**src/rtl/rv32i_fetch_unit_if.sv**
```systemverilog
// Fetch-unit bus bundle: control inputs, memory request/response port and decode handshake.
// master = fetch unit side, slave = memory/decode/control side.
interface rv32i_fetch_unit_if #(
  parameter int unsigned XLEN = 32
);
  logic            stall;
  logic            redirect_valid;
  logic [XLEN-1:0] redirect_pc;
  logic            mem_req_valid;
  logic            mem_req_ready;
  logic [XLEN-1:0] mem_req_addr;
  logic            mem_rsp_valid;
  logic [31:0]     mem_rsp_data;
  logic            instr_valid;
  logic            instr_ready;
  logic [31:0]     instr_data;
  logic [XLEN-1:0] instr_pc;
  logic            misaligned;

  modport master (
    input  stall, redirect_valid, redirect_pc, mem_req_ready, mem_rsp_valid, mem_rsp_data,
           instr_ready,
    output mem_req_valid, mem_req_addr, instr_valid, instr_data, instr_pc, misaligned
  );

  modport slave (
    output stall, redirect_valid, redirect_pc, mem_req_ready, mem_rsp_valid, mem_rsp_data,
           instr_ready,
    input  mem_req_valid, mem_req_addr, instr_valid, instr_data, instr_pc, misaligned
  );
endinterface

```
**src/rtl/rv32i_fetch_unit.sv**
```systemverilog
// rv32i instruction-fetch front end: credit-limited in-order fetch, prefetch FIFO, redirect flush.
// Optional misaligned-redirect trap enabled by defining RV32I_FETCH_MISALIGN_TRAP_EN.
module rv32i_fetch_unit #(
  parameter int unsigned     XLEN      = 32,
  parameter logic [XLEN-1:0] RESET_VEC = XLEN'(32'h8000_0000),
  parameter int unsigned     DEPTH     = 4
) (
  input logic               clk,
  input logic               reset_n,
  rv32i_fetch_unit_if.master bus_io
);

  localparam int unsigned CntW = $clog2(DEPTH + 1);
  localparam int unsigned PtrW = $clog2(DEPTH);
  localparam logic [CntW:0] DepthOcc = (CntW + 1)'(DEPTH);

  typedef logic [CntW-1:0] cnt_t;
  typedef logic [PtrW-1:0] ptr_t;

  logic [XLEN-1:0] fetch_pc_q, fetch_pc_d;
  logic [XLEN-1:0] tail_pc_q, tail_pc_d;
  cnt_t            count_q, count_d;
  cnt_t            inflight_q, inflight_d;
  cnt_t            discard_q, discard_d;
  ptr_t            head_q, head_d;
  ptr_t            tail_q, tail_d;
  logic            misaligned_q, misaligned_d;
  logic [31:0]     data_q [DEPTH];
  logic [XLEN-1:0] pc_q   [DEPTH];

  logic [CntW:0]   occupancy;
  logic            req_valid, req_fire, push, pop, head_valid;
  logic [XLEN-1:0] redirect_tgt;

`ifdef RV32I_FETCH_MISALIGN_TRAP_EN
  assign redirect_tgt = bus_io.redirect_pc;
  assign misaligned_d = bus_io.redirect_valid ? (bus_io.redirect_pc[1:0] != 2'b00)
                                              : misaligned_q;
`else
  assign redirect_tgt = {bus_io.redirect_pc[XLEN-1:2], 2'b00};
  assign misaligned_d = 1'b0;
`endif

  // Outstanding responses (including ones to be discarded) reserve FIFO slots.
  assign occupancy  = {1'b0, count_q} + {1'b0, inflight_q};
  assign req_valid  = reset_n & ~bus_io.stall & ~bus_io.redirect_valid &
                      (occupancy < DepthOcc) & ~misaligned_q;
  assign req_fire   = req_valid & bus_io.mem_req_ready;
  assign head_valid = (count_q != '0);
  assign pop        = head_valid & bus_io.instr_ready & ~bus_io.redirect_valid;
  assign push       = bus_io.mem_rsp_valid & (discard_q == '0) & ~bus_io.redirect_valid;

  always_comb begin
    fetch_pc_d = fetch_pc_q;
    tail_pc_d  = tail_pc_q;
    count_d    = count_q;
    inflight_d = inflight_q;
    discard_d  = discard_q;
    head_d     = head_q;
    tail_d     = tail_q;

    if (req_fire) begin
      inflight_d = inflight_d + cnt_t'(1);
      fetch_pc_d = fetch_pc_q + XLEN'(4);
    end
    if (bus_io.mem_rsp_valid) begin
      inflight_d = inflight_d - cnt_t'(1);
      if (discard_q != '0) discard_d = discard_q - cnt_t'(1);
    end
    if (push) begin
      tail_d    = tail_q + ptr_t'(1);
      tail_pc_d = tail_pc_q + XLEN'(4);
    end
    if (pop) head_d = head_q + ptr_t'(1);

    if (push && !pop)      count_d = count_q + cnt_t'(1);
    else if (pop && !push) count_d = count_q - cnt_t'(1);

    // A response landing in the redirect cycle is already dropped, so it is not discarded again.
    if (bus_io.redirect_valid) begin
      count_d    = '0;
      head_d     = '0;
      tail_d     = '0;
      discard_d  = inflight_q - cnt_t'(bus_io.mem_rsp_valid);
      inflight_d = inflight_q - cnt_t'(bus_io.mem_rsp_valid);
      fetch_pc_d = redirect_tgt;
      tail_pc_d  = redirect_tgt;
    end
  end

  always_ff @(posedge clk or negedge reset_n) begin
    if (!reset_n) begin
      fetch_pc_q   <= RESET_VEC;
      tail_pc_q    <= RESET_VEC;
      count_q      <= '0;
      inflight_q   <= '0;
      discard_q    <= '0;
      head_q       <= '0;
      tail_q       <= '0;
      misaligned_q <= 1'b0;
    end else begin
      fetch_pc_q   <= fetch_pc_d;
      tail_pc_q    <= tail_pc_d;
      count_q      <= count_d;
      inflight_q   <= inflight_d;
      discard_q    <= discard_d;
      head_q       <= head_d;
      tail_q       <= tail_d;
      misaligned_q <= misaligned_d;
    end
  end

  always_ff @(posedge clk or negedge reset_n) begin
    if (!reset_n) begin
      for (int i = 0; i < DEPTH; i++) begin
        data_q[i] <= '0;
        pc_q[i]   <= '0;
      end
    end else if (push) begin
      data_q[tail_q] <= bus_io.mem_rsp_data;
      pc_q[tail_q]   <= tail_pc_q;
    end
  end

  assign bus_io.mem_req_valid = req_valid;
  assign bus_io.mem_req_addr  = fetch_pc_q;
  assign bus_io.instr_valid   = head_valid;
  assign bus_io.instr_data    = head_valid ? data_q[head_q] : '0;
  assign bus_io.instr_pc      = head_valid ? pc_q[head_q] : '0;
  assign bus_io.misaligned    = misaligned_q;

endmodule

```
**src/flat_wrapper.sv**
```systemverilog
// flat-port wrapper written by rule: the top's interface ports become plain ports
module rv32i_fetch_unit_flat 
#(
  parameter int unsigned     XLEN      = 32,
  parameter logic [XLEN-1:0] RESET_VEC = XLEN'(32'h8000_0000),
  parameter int unsigned     DEPTH     = 4
)
  (clk, reset_n, bus_io_stall, bus_io_redirect_valid, bus_io_redirect_pc, bus_io_mem_req_ready, bus_io_mem_rsp_valid, bus_io_mem_rsp_data, bus_io_instr_ready, bus_io_mem_req_valid, bus_io_mem_req_addr, bus_io_instr_valid, bus_io_instr_data, bus_io_instr_pc, bus_io_misaligned);
  rv32i_fetch_unit_if #(.XLEN(XLEN)) bus_io_i ();
  input logic clk;
  input logic reset_n;
  input wire logic [$bits(bus_io_i.stall)-1:0] bus_io_stall;
  input wire logic [$bits(bus_io_i.redirect_valid)-1:0] bus_io_redirect_valid;
  input wire logic [$bits(bus_io_i.redirect_pc)-1:0] bus_io_redirect_pc;
  input wire logic [$bits(bus_io_i.mem_req_ready)-1:0] bus_io_mem_req_ready;
  input wire logic [$bits(bus_io_i.mem_rsp_valid)-1:0] bus_io_mem_rsp_valid;
  input wire logic [$bits(bus_io_i.mem_rsp_data)-1:0] bus_io_mem_rsp_data;
  input wire logic [$bits(bus_io_i.instr_ready)-1:0] bus_io_instr_ready;
  output wire logic [$bits(bus_io_i.mem_req_valid)-1:0] bus_io_mem_req_valid;
  output wire logic [$bits(bus_io_i.mem_req_addr)-1:0] bus_io_mem_req_addr;
  output wire logic [$bits(bus_io_i.instr_valid)-1:0] bus_io_instr_valid;
  output wire logic [$bits(bus_io_i.instr_data)-1:0] bus_io_instr_data;
  output wire logic [$bits(bus_io_i.instr_pc)-1:0] bus_io_instr_pc;
  output wire logic [$bits(bus_io_i.misaligned)-1:0] bus_io_misaligned;
  assign bus_io_i.stall = bus_io_stall;
  assign bus_io_i.redirect_valid = bus_io_redirect_valid;
  assign bus_io_i.redirect_pc = bus_io_redirect_pc;
  assign bus_io_i.mem_req_ready = bus_io_mem_req_ready;
  assign bus_io_i.mem_rsp_valid = bus_io_mem_rsp_valid;
  assign bus_io_i.mem_rsp_data = bus_io_mem_rsp_data;
  assign bus_io_i.instr_ready = bus_io_instr_ready;
  assign bus_io_mem_req_valid = bus_io_i.mem_req_valid;
  assign bus_io_mem_req_addr = bus_io_i.mem_req_addr;
  assign bus_io_instr_valid = bus_io_i.instr_valid;
  assign bus_io_instr_data = bus_io_i.instr_data;
  assign bus_io_instr_pc = bus_io_i.instr_pc;
  assign bus_io_misaligned = bus_io_i.misaligned;
  rv32i_fetch_unit #(.XLEN(XLEN), .RESET_VEC(RESET_VEC), .DEPTH(DEPTH)) u_core (.clk(clk), .reset_n(reset_n), .bus_io(bus_io_i));
endmodule
```
**config.mk**
```make
export PLATFORM = sky130hd
export DESIGN_NAME = rv32i_fetch_unit_flat
export DESIGN_NICKNAME = d
export VERILOG_FILES = /design/src/rtl/rv32i_fetch_unit_if.sv /design/src/rtl/rv32i_fetch_unit.sv /design/src/flat_wrapper.sv
export SDC_FILE = /design/constraint.sdc
export NUM_CORES = 1
export LEC_CHECK = 0
export BUFFER_PORTS_ARGS = -buffer_cell sky130_fd_sc_hd__buf_2
export CAP_MARGIN = 20
export CORE_ASPECT_RATIO = 2
export CORE_MARGIN = 5
export CORE_UTILIZATION = 60
export CTS_CLUSTER_SIZE = 24
export DETAILED_ROUTE_END_ITERATION = 10
export PLACE_DENSITY = 0.81
export SYNTH_ARGS = -nofsm -noshare
export SYNTH_HDL_FRONTEND = slang
export SYNTH_SLANG_ARGS = --single-unit
```
**constraint.sdc**
```tcl
create_clock -name clk -period 6.65 [get_ports clk]
set_input_delay 0.665 -clock clk [delete_from_list [all_inputs] [get_ports clk]]
set_output_delay 0.665 -clock clk [all_outputs]
set_load 0.05 [all_outputs]
```
**Word-level counts from Yosys, hierarchy flattened**

Cells that the tools add are included.

- RAM bits: 0
- Bits in latches: 0
- Input port bits: 71
- Output and inout bits: 99
- Word-level logic and storage cells: 86
- ROM bits: 0
- Register bits: 333
- Memories: 0

- Reduce and logical (&&, ||, !) cells: 15
- Equality and inequality tests: 0
- Add/sub/neg operators: 11
- Multiply operators: 0
- Div/mod/pow operators: 0
- Shift-type cells: 0
- Mux-type cells: 29
- Order comparisons: 4
- Bitwise logic cells: 12

Operators by type and width:

| operator | count |
|---|---|
| 32-bit 2-to-1 mux | 11 |
| 128-bit bitwise mux | 2 |
| 32-bit binary-select mux with 2-bit select | 2 |
| 32-bit by 3-bit adder with 32-bit output (second input constant) | 2 |
| 32-bit demux with 2-bit select | 1 |
| 3-bit 2-to-1 mux | 9 |
| 2-bit nonzero test | 5 |
| 3-bit nonzero test | 3 |
| 3-bit by 1-bit subtractor with 3-bit output (second input constant) | 3 |
| 1-bit bitwise AND | 8 |
| 2-bit 2-to-1 mux | 4 |
| 3-bit by 1-bit adder with 3-bit output (second input constant) | 2 |
| 3-bit greater-or-equal comparator (second input constant) | 2 |
| 2-bit NOT with 3-bit output | 2 |
| 2-bit by 1-bit adder with 2-bit output (second input constant) | 2 |
| 3-bit by 3-bit adder with 4-bit output | 1 |
| 4-bit by 3-bit < comparator with 1-bit output (second input constant) | 1 |
| 1-bit logical AND | 3 |
| 3-bit zero test | 1 |
| 3-bit by 1-bit < comparator with 1-bit output (second input constant) | 1 |
| 3-bit by 1-bit subtractor with 3-bit output | 1 |
| 1-bit zero test | 2 |
| 1-bit NOT | 2 |
| 2-bit AND reduction | 1 |

**Logic depth before layout (Yosys ltp)**

Gate-level depths: netlist of run 1.

- Word-level depth: 9
- Gate-level depth with buffers: 11
- Gate-level depth less buffers: 10

**Worst setup path after synthesis of run 1**

Ideal clock, no wire load.

- Path kind: register -> output
- Start point: register u_core.count_q[2]
- End point: output port bus_io_instr_data[22]
- Cell stages (with the launch flop): 5
- Buffers on the path: 2
- Arrival: 1.894 ns
- Required time: 5.985 ns
- Path slack: 4.091 ns
- Cell sequence: dfrtp_1 -> or3_1 -> clkbuf_1 -> clkbuf_1 -> and2_1

- Longest elaborated chain between the ends: 2

RTL lines:

| element | RTL line | source |
|---|---|---|
| from (decl) | rv32i_fetch_unit.sv:22 | `cnt_t count_q, count_d;` |
| from (signal assigned) | rv32i_fetch_unit.sv:104 | `count_q <= count_d;` |
| 3-bit nonzero test | rv32i_fetch_unit.sv:49 | `assign head_valid = (count_q != '0);` |
| via bus_io_instr_valid | flat_wrapper.sv:21 | `output wire logic [$bits(bus_io_i.instr_valid)-1:0] bus_io_instr_valid;` |
| 32-bit 2-to-1 mux | rv32i_fetch_unit.sv:128 | `assign bus_io.instr_data = head_valid ? data_q[head_q] : '0;` |
| to (decl) | flat_wrapper.sv:22 | `output wire logic [$bits(bus_io_i.instr_data)-1:0] bus_io_instr_data;` |

The timed path passes the listed nets, and every way through them passes these cells.

**Worst setup path in the final report of run 1**

- Start point: register u_core.head_q[0]
- End point: output port bus_io_instr_pc[4]

- Longest elaborated chain between the ends: 5

RTL lines:

| element | RTL line | source |
|---|---|---|
| from (decl) | rv32i_fetch_unit.sv:25 | `ptr_t head_q, head_d;` |
| from (signal assigned) | rv32i_fetch_unit.sv:98 | `head_q <= '0;` |
| from (signal assigned) | rv32i_fetch_unit.sv:107 | `head_q <= head_d;` |
| 2-bit NOT with 3-bit output (not written as such) | rv32i_fetch_unit.sv:129 | `assign bus_io.instr_pc = head_valid ? pc_q[head_q] : '0;` |
| 32-bit binary-select mux with 2-bit select | rv32i_fetch_unit.sv:129 |  |
| 32-bit 2-to-1 mux (not written as such) (2 in series) | rv32i_fetch_unit.sv:129 |  |
| 32-bit 2-to-1 mux | rv32i_fetch_unit.sv:129 |  |
| to (decl) | flat_wrapper.sv:23 | `output wire logic [$bits(bus_io_i.instr_pc)-1:0] bus_io_instr_pc;` |

No other way between the ends. The select of a mux whose other input is x is not followed.

==> flow_summary.yaml, run 1 <==
sta:
  period_share_pct: 56.7
  hold_viol: 0
  rsz0062_at_grt: "no"
  worstMarginPinSlew_ns: 1.10
  layout_min_cycle_time_ns: 3.77
  setup_viol: 0
  drv_slew: 0
  skew_ns: 0.0110
  setup_tns_ns: 0
  fmax_mhz: 265
  slew_headroom_pct: 26.5
synthesis:
  synthAdderAreaFrac_pct: 1.28
  ys_async_sr_fraction_pct: 100
  synth_top_family_by_area: "multiplexers"
  synth-xor-area-share_pct: 2.23
  synth_area_leader_cell: "dfrtp_1"
  synth_compound_area_share_pct: 3.89
  yosysWarnings: 0
  synth_area_um2: 15300
  ys_seq_elements: 321
  synth-seq-area-share_pct: 52.5
  syn_area_per_cell_um2: 13.3
  synthCells: 1151
  synth_edf_count: 0
  ys.flop_type: "dfrtp_1"
  synth.most_common_cell: "dfrtp_1"
  synthSimpleGateAreaFrac_pct: 9.61
  synth.top_cell.area_share_pct: 52.2
  synth_commonest_cells: "319 x dfrtp_1, 251 x mux2_2, 72 x nand2_1"
  synthMuxAreaShare_pct: 27.9
  synth_area_leaders: "dfrtp_1 52%, mux2_2 18%, mux4_2 9.1%, and2_1 2.8%, nand2_1 1.8%"
  synth_cell_type_count: 49
global_routing:
  grt_overflow_total: 0
  track_usage_pct: 24.1
  grt_max_degree: 105
  grt_first_pass_wirelength_um: 55900
  grt_pass1_vias: 10800
  antenna_found_initial: 1
route:
  drt_wl_total_um: 33600
  vias_per_cell: 6.01
  ant_nets: 0
  dr.pass1.iters: 5
  drc_errors: 0
  drtIter0Drc: 606
  wl_per_cell_um: 20.4
  via_count: 9879
run:
  cap_violations: 0
layout:
  area_growth_pct: 13.2
  fillers: 1781
  final_core_util_pct: 68.9
  final_nets: 1372
  layout-drive-gt1-share_pct: 41.7
worst_hold_path:
  min_path_type: "in -> async"
place:
  portBuffers: 162
  place_hpwl_um: 22200
  place.gp.congestion: 0.851
die:
  core-area_um2: 25100
  die_area_um2: 29000
  top_level_ports: 170
  die_h_um: 236
  initial_core_util_pct: 60.9
  rows: 82
  die_w_um: 123
clocking:
  ctsHoldBuffers: 0
  cts_buffers: 28
  cts-root-buf: "clkbuf_16"
  htreeDepth: 1
  clock_sinks: 321
  postCtsSetupBuffers: 0
  cts_tree: "yes"
  insertion_delay_ns: 0.55
  cts_resized: 0
  clockBufferDepth: 3
  clk_pin_slew_ns: 0.06
worst_setup_path:
  critPathRequiredTime_ns: 5.98
  critPathKind: "reg -> out"
  startpoint_type: "register"
  cp_data_arrival_time_ns: 3.11
  cp_max_fo: 42
  critPathCaptureType: "primary output"
power_and_ir_drop:
  peakVddDrop_mv: 0.273
  power.density_nw_per_um2: 403
  p_leak_nw: 8.18
run_status:
  status: "complete, no violations"
==> where the power goes <==
group / switching (mW) / internal, mW / leakage (nW) / total [mW]
Clock: 0.696 / 0.889 / 0.431 / 1.59
Sequential: 0.359 / 2.38 / 4.21 / 2.74
Combinational: 1.56 / 1.09 / 3.54 / 2.65
Total: 2.62 / 4.36 / 8.18 / 6.98
==> routing by layer <==
| layer | vias up | global-route usage, % | routed length [um] | share of wire [%] |
|---|---|---|---|---|
| li1 | 4460 | - | - | - |
| met1 | 5131 | 29.7 | 12800 | 38 |
| met2 | 236 | 43.1 | 18400 | 55 |
| met3 | 52 | 2.64 | 1360 | 4.0 |
| met4 | 0 | 8.53 | 1020 | 3.0 |
| met5 | - | 0 | 0 | 0 |
==> cell type report <==
type / instances / area [um2] / share of cell area, %
Timing Repair Buffer: 179 / 1010 / 5.81
Multi-Input combinational cell: 743 / 6910 / 39.9
Antenna cell: 1 / 2.50 / 0.0145
Inverter: 13 / 48.8 / 0.282
Clock inverter: 6 / 57.6 / 0.332
Clock buffer: 46 / 830 / 4.79
Sequential cell: 321 / 8040 / 46.4
Tap cell: 336 / 420 / 2.43
==> state kept, by name, indices dropped and copies added (netlist names) <==
register                    cells
u_core.bus_io.mem_req_addr     30
u_core.count_q                  3
u_core.data_q                 128
u_core.discard_q                3
u_core.head_q                   2
u_core.inflight_q               3
u_core.pc_q                   120
u_core.tail_pc_q               30
u_core.tail_q                   2
==> path summary, 6_finish.rpt <==
check	slack (ns)	depth (start not counted)	startpoint	end
max	2.88	4	u_core.head_q[0]	bus_io_instr_pc[4]
min	0.15	1	reset_n	u_core.pc_q[40]
max reg2reg	3.35	7	u_core.discard_q[0]	u_core.pc_q[12]
min reg2reg	0.50	1	u_core.pc_q[39]	u_core.pc_q[39]
max in group asynchronous	4.30	3	reset_n	u_core.data_q[64]
min in group clk	0.35	3	bus_io_redirect_pc[19]	u_core.tail_pc_q[19]
==> worst max-delay path: stages (launching register included) <==
cell     delay [ns]
dfrtp_4        1.00
buf_4          0.55
mux4_2         0.60
and2_1         0.17
buf_2          0.20
==> kinds of logic after synthesis <==
kind of cell,after synthesis
flip-flops,321
multiplexers,318
AND/OR/NAND/NOR,271
AO/OA/AOI/OAI,95
buffers and inverters,91
XOR/XNOR,39
adder cells (fa/ha/maj),15
other,1
==> metrics by stage <==
step	power (mW)	setup slack [ns]	area [um2]	hold WS, ns	std cells
6_report	6.98	2.88	17300	0.152	1645
5_1_grt	7.33	2.64	17300	0.205	1645
2_1_floorplan	4.79	4.09	15300	0.369	1155
3_3_place_gp	5.35	3.12	16300	0.481	1588
3_5_place_dp	5.45	3.09	16400	0.487	1590
4_1_cts	7.05	2.73	17300	0.189	1642
==> cell usage in the layout (no fill, tap or decap), types with 4 or more instances in the layout <==
cell type	synthesis	final
o21ai_0	43	43
buf_2	11	162
a21oi_1	10	10
a31oi_1	5	5
dfrtp_1	319	317
nand4_1	23	23
mux2i_1	5	5
clkbuf_16	0	29
mux2_2	251	251
o211ai_1	18	18
mux4_2	62	62
buf_4	7	13
nor2_1	26	26
xor2_1	27	27
conb_1	1	5
clkbuf_8	0	4
and4_1	7	7
and2_1	68	68
nand3_1	35	35
clkinv_2	0	4
ha_1	14	14
o311ai_0	11	11
and3_1	10	10
clkbuf_1	58	13
nand2_1	72	68
inv_1	13	13
or3_1	6	5
nand2_2	1	5
xnor2_1	12	12
Note: power is estimated with default switching activity, not from simulation.
==> run 2, diff against run 1 <==
Settings changed: CORE_UTILIZATION 60 to 53, PLACE_DENSITY 0.81 to 0.76.
Clock period 6.65 ns to 3.4 ns, I/O delays scaled along.
==> run 2 against run 1 <==
The flow now finishes with violations (hold timing). Via count up 1.1%. Register-to-register slack worse by 2.7 ns. Sequential cell count did not move. Clock skew up 0.0064 ns. Largest cell class unchanged. Die area increased by 12%. Worst hold slack got worse by 0.25 ns. Critical path depth stayed put. Sequential share of layout area fell by 0.40 points. Power rose by 99%. Cell count increased by 2.0%. Combinational power grew 100%.
==> flow_summary.yaml, run 2 (synthesis results as in run 1) <==
run_status:
  status: "finished, violations left"
  violations: "hold timing"
worst_hold_path:
  min_path_type: "in -> async"
sta:
  fin_hold_ws_ns: -0.0935
  setup_viol: 0
  drv_slew: 0
  layout_min_cycle_time_ns: 2.89
  setup_tns_ns: 0
  hold_viol: 28
  rsz0062_at_grt: "no"
  setup_ws_ns: 0.510
  skew_ns: 0.0174
  slew_headroom_pct: 29.6
  worstMarginPinSlew_ns: 1.06
  period_share_pct: 85.0
  fmax_mhz: 346
place:
  place.gp.congestion: 0.878
  portBuffers: 162
  place_hpwl_um: 22700
  placed_cells: 1624
  pre_cts_ws_ns: 0.643
power_and_ir_drop:
  p_leak_nw: 8.24
  power_mw: 13.9
  peakVddDrop_mv: 0.455
  power.density_nw_per_um2: 795
worst_setup_path:
  critPathRequiredTime_ns: 3.06
  cp_slowest_stage_delay_ns: 0.72
  startpoint_type: "register"
  rrSetupSlack_ns: 0.65
  crit_slowest_cell: "dfrtp_4"
  reg2reg_depth: 9
  rr_startpoint: "u_core.count_q[2]"
  critical_path.cell_chain: "buf_12, mux4_2, and2_1, buf_2"
  worst_r2r_endpoint: "u_core.inflight_q[2]"
  cp_max_fo: 25
  crit_start: "u_core.head_q[0]"
  cp_data_arrival_time_ns: 2.55
  critPathKind: "reg -> out"
  critPathCaptureType: "primary output"
  endpoint: "bus_io_instr_pc[16]"
route:
  wl_per_cell_um: 20.6
  via_count: 9990
  dr.pass1.iters: 4
  drc_errors: 0
  vias_per_cell: 5.95
  ant_nets: 0
  drt_wl_total_um: 34600
  drtIter0Drc: 462
global_routing:
  antenna_found_initial: 0
  track_usage_pct: 21.8
  grt_overflow_total: 0
  grtUsageMet3_pct: 2.80
  grt_max_degree: 186
  grt_use_met1_pct: 26.4
  grtUsageMet2_pct: 39.1
  grt_first_pass_wirelength_um: 56900
  busiest_layer: "met2"
  grt_pass1_vias: 11000
clocking:
  postCtsSetupBuffers: 0
  ctsHoldBuffers: 3
  htreeDepth: 1
  cts-root-buf: "clkbuf_16"
  insertion_delay_ns: 0.55
  cts_tree: "yes"
  cts_buffers: 29
  cts_resized: 0
  clk_pin_slew_ns: 0.07
  clockBufferDepth: 3
  clock_sinks: 321
layout:
  final_core_util_pct: 60.8
  area_growth_pct: 14.1
  layout_commonest_cell: "dfrtp_1"
  seq_area_um2: 8040
  largest_register_ffs: 128
  layout-drive-gt1-share_pct: 42.5
  regMostFlops: "u_core.data_q"
  fillers: 2273
  reg_top3: "u_core.data_q (128), u_core.pc_q (120)"
  insertedDiodeCount: 0
  final-instance-count-excl-fill: 1678
  multi_input_area_um2: 6910
  final_cell_mix: "317 x dfrtp_1, 251 x mux2_2, 161 x buf_2"
  final_nets: 1384
die:
  rows: 88
  die_h_um: 250
  core-area_um2: 28700
  die_area_um2: 32600
  initial_core_util_pct: 53.2
  die_w_um: 130
  top_level_ports: 170
run:
  cap_violations: 0
[run 2: changes by cell type in the layout (fill, tap and decap cells not counted), sizes merged]
cell | before | now
clkbuf | 46 | 40
dlygate4sd3 | 0 | 3
clkinv | 4 | 8
diode | 1 | 0
buf | 179 | 187
bufinv | 1 | 2
[run 2: metal layers]
metal	vias to the layer above	routed length (um)	part of all wire (%)
met1	5176	13200	38
met2	258	18700	54
li1	4485	-	-
met4	0	1170	3.4
met5	-	0	0
met3	71	1450	4.2
[run 2: final cells by class]
| class | count | area share, % |
|---|---|---|
| Inverter | 13 | 0.279 |
| Clock buffer | 40 | 4.74 |
| Timing Repair Buffer | 190 | 6.16 |
| Clock inverter | 11 | 0.638 |
| Tap cell | 360 | 2.58 |
| Multi-Input combinational cell | 743 | 39.6 |
| Sequential cell | 321 | 46.1 |
[run 2: worst min path at each step]
| stage | startpoint | endpoint |
|---|---|---|
| after floorplan | reset_n | u_core.bus_io.mem_req_addr[10] |
| after global placement | u_core.pc_q[36] | u_core.pc_q[36] |
| after detailed placement | u_core.data_q[63] | u_core.data_q[63] |
| after CTS | bus_io_redirect_pc[24] | u_core.tail_pc_q[24] |
| after global routing | reset_n | u_core.pc_q[38] |
| final | reset_n | u_core.pc_q[38] |
[run 2: critical path: cells and delay by family (launching register included)]
family        cells  cell delay (ns)
simple gates      1             0.18
flops             1             0.72
buf+inv           2             0.49
mux               1             0.58
[run 2: power breakdown]
group | switching (mW) | internal, mW
clock | 1.41 | 1.84
combinational | 3.18 | 2.18
sequential | 0.606 | 4.65
[run 2: per-stage QoR]
stage | instance area [um2] | hold slack (ns)
2_1_floorplan | 15300 | 0.0444
3_5_place_dp | 16500 | 0.487
3_3_place_gp | 16500 | 0.481
4_1_cts | 17500 | 0.00341
6_report | 17500 | -0.0935
5_1_grt | 17500 | 0.0101
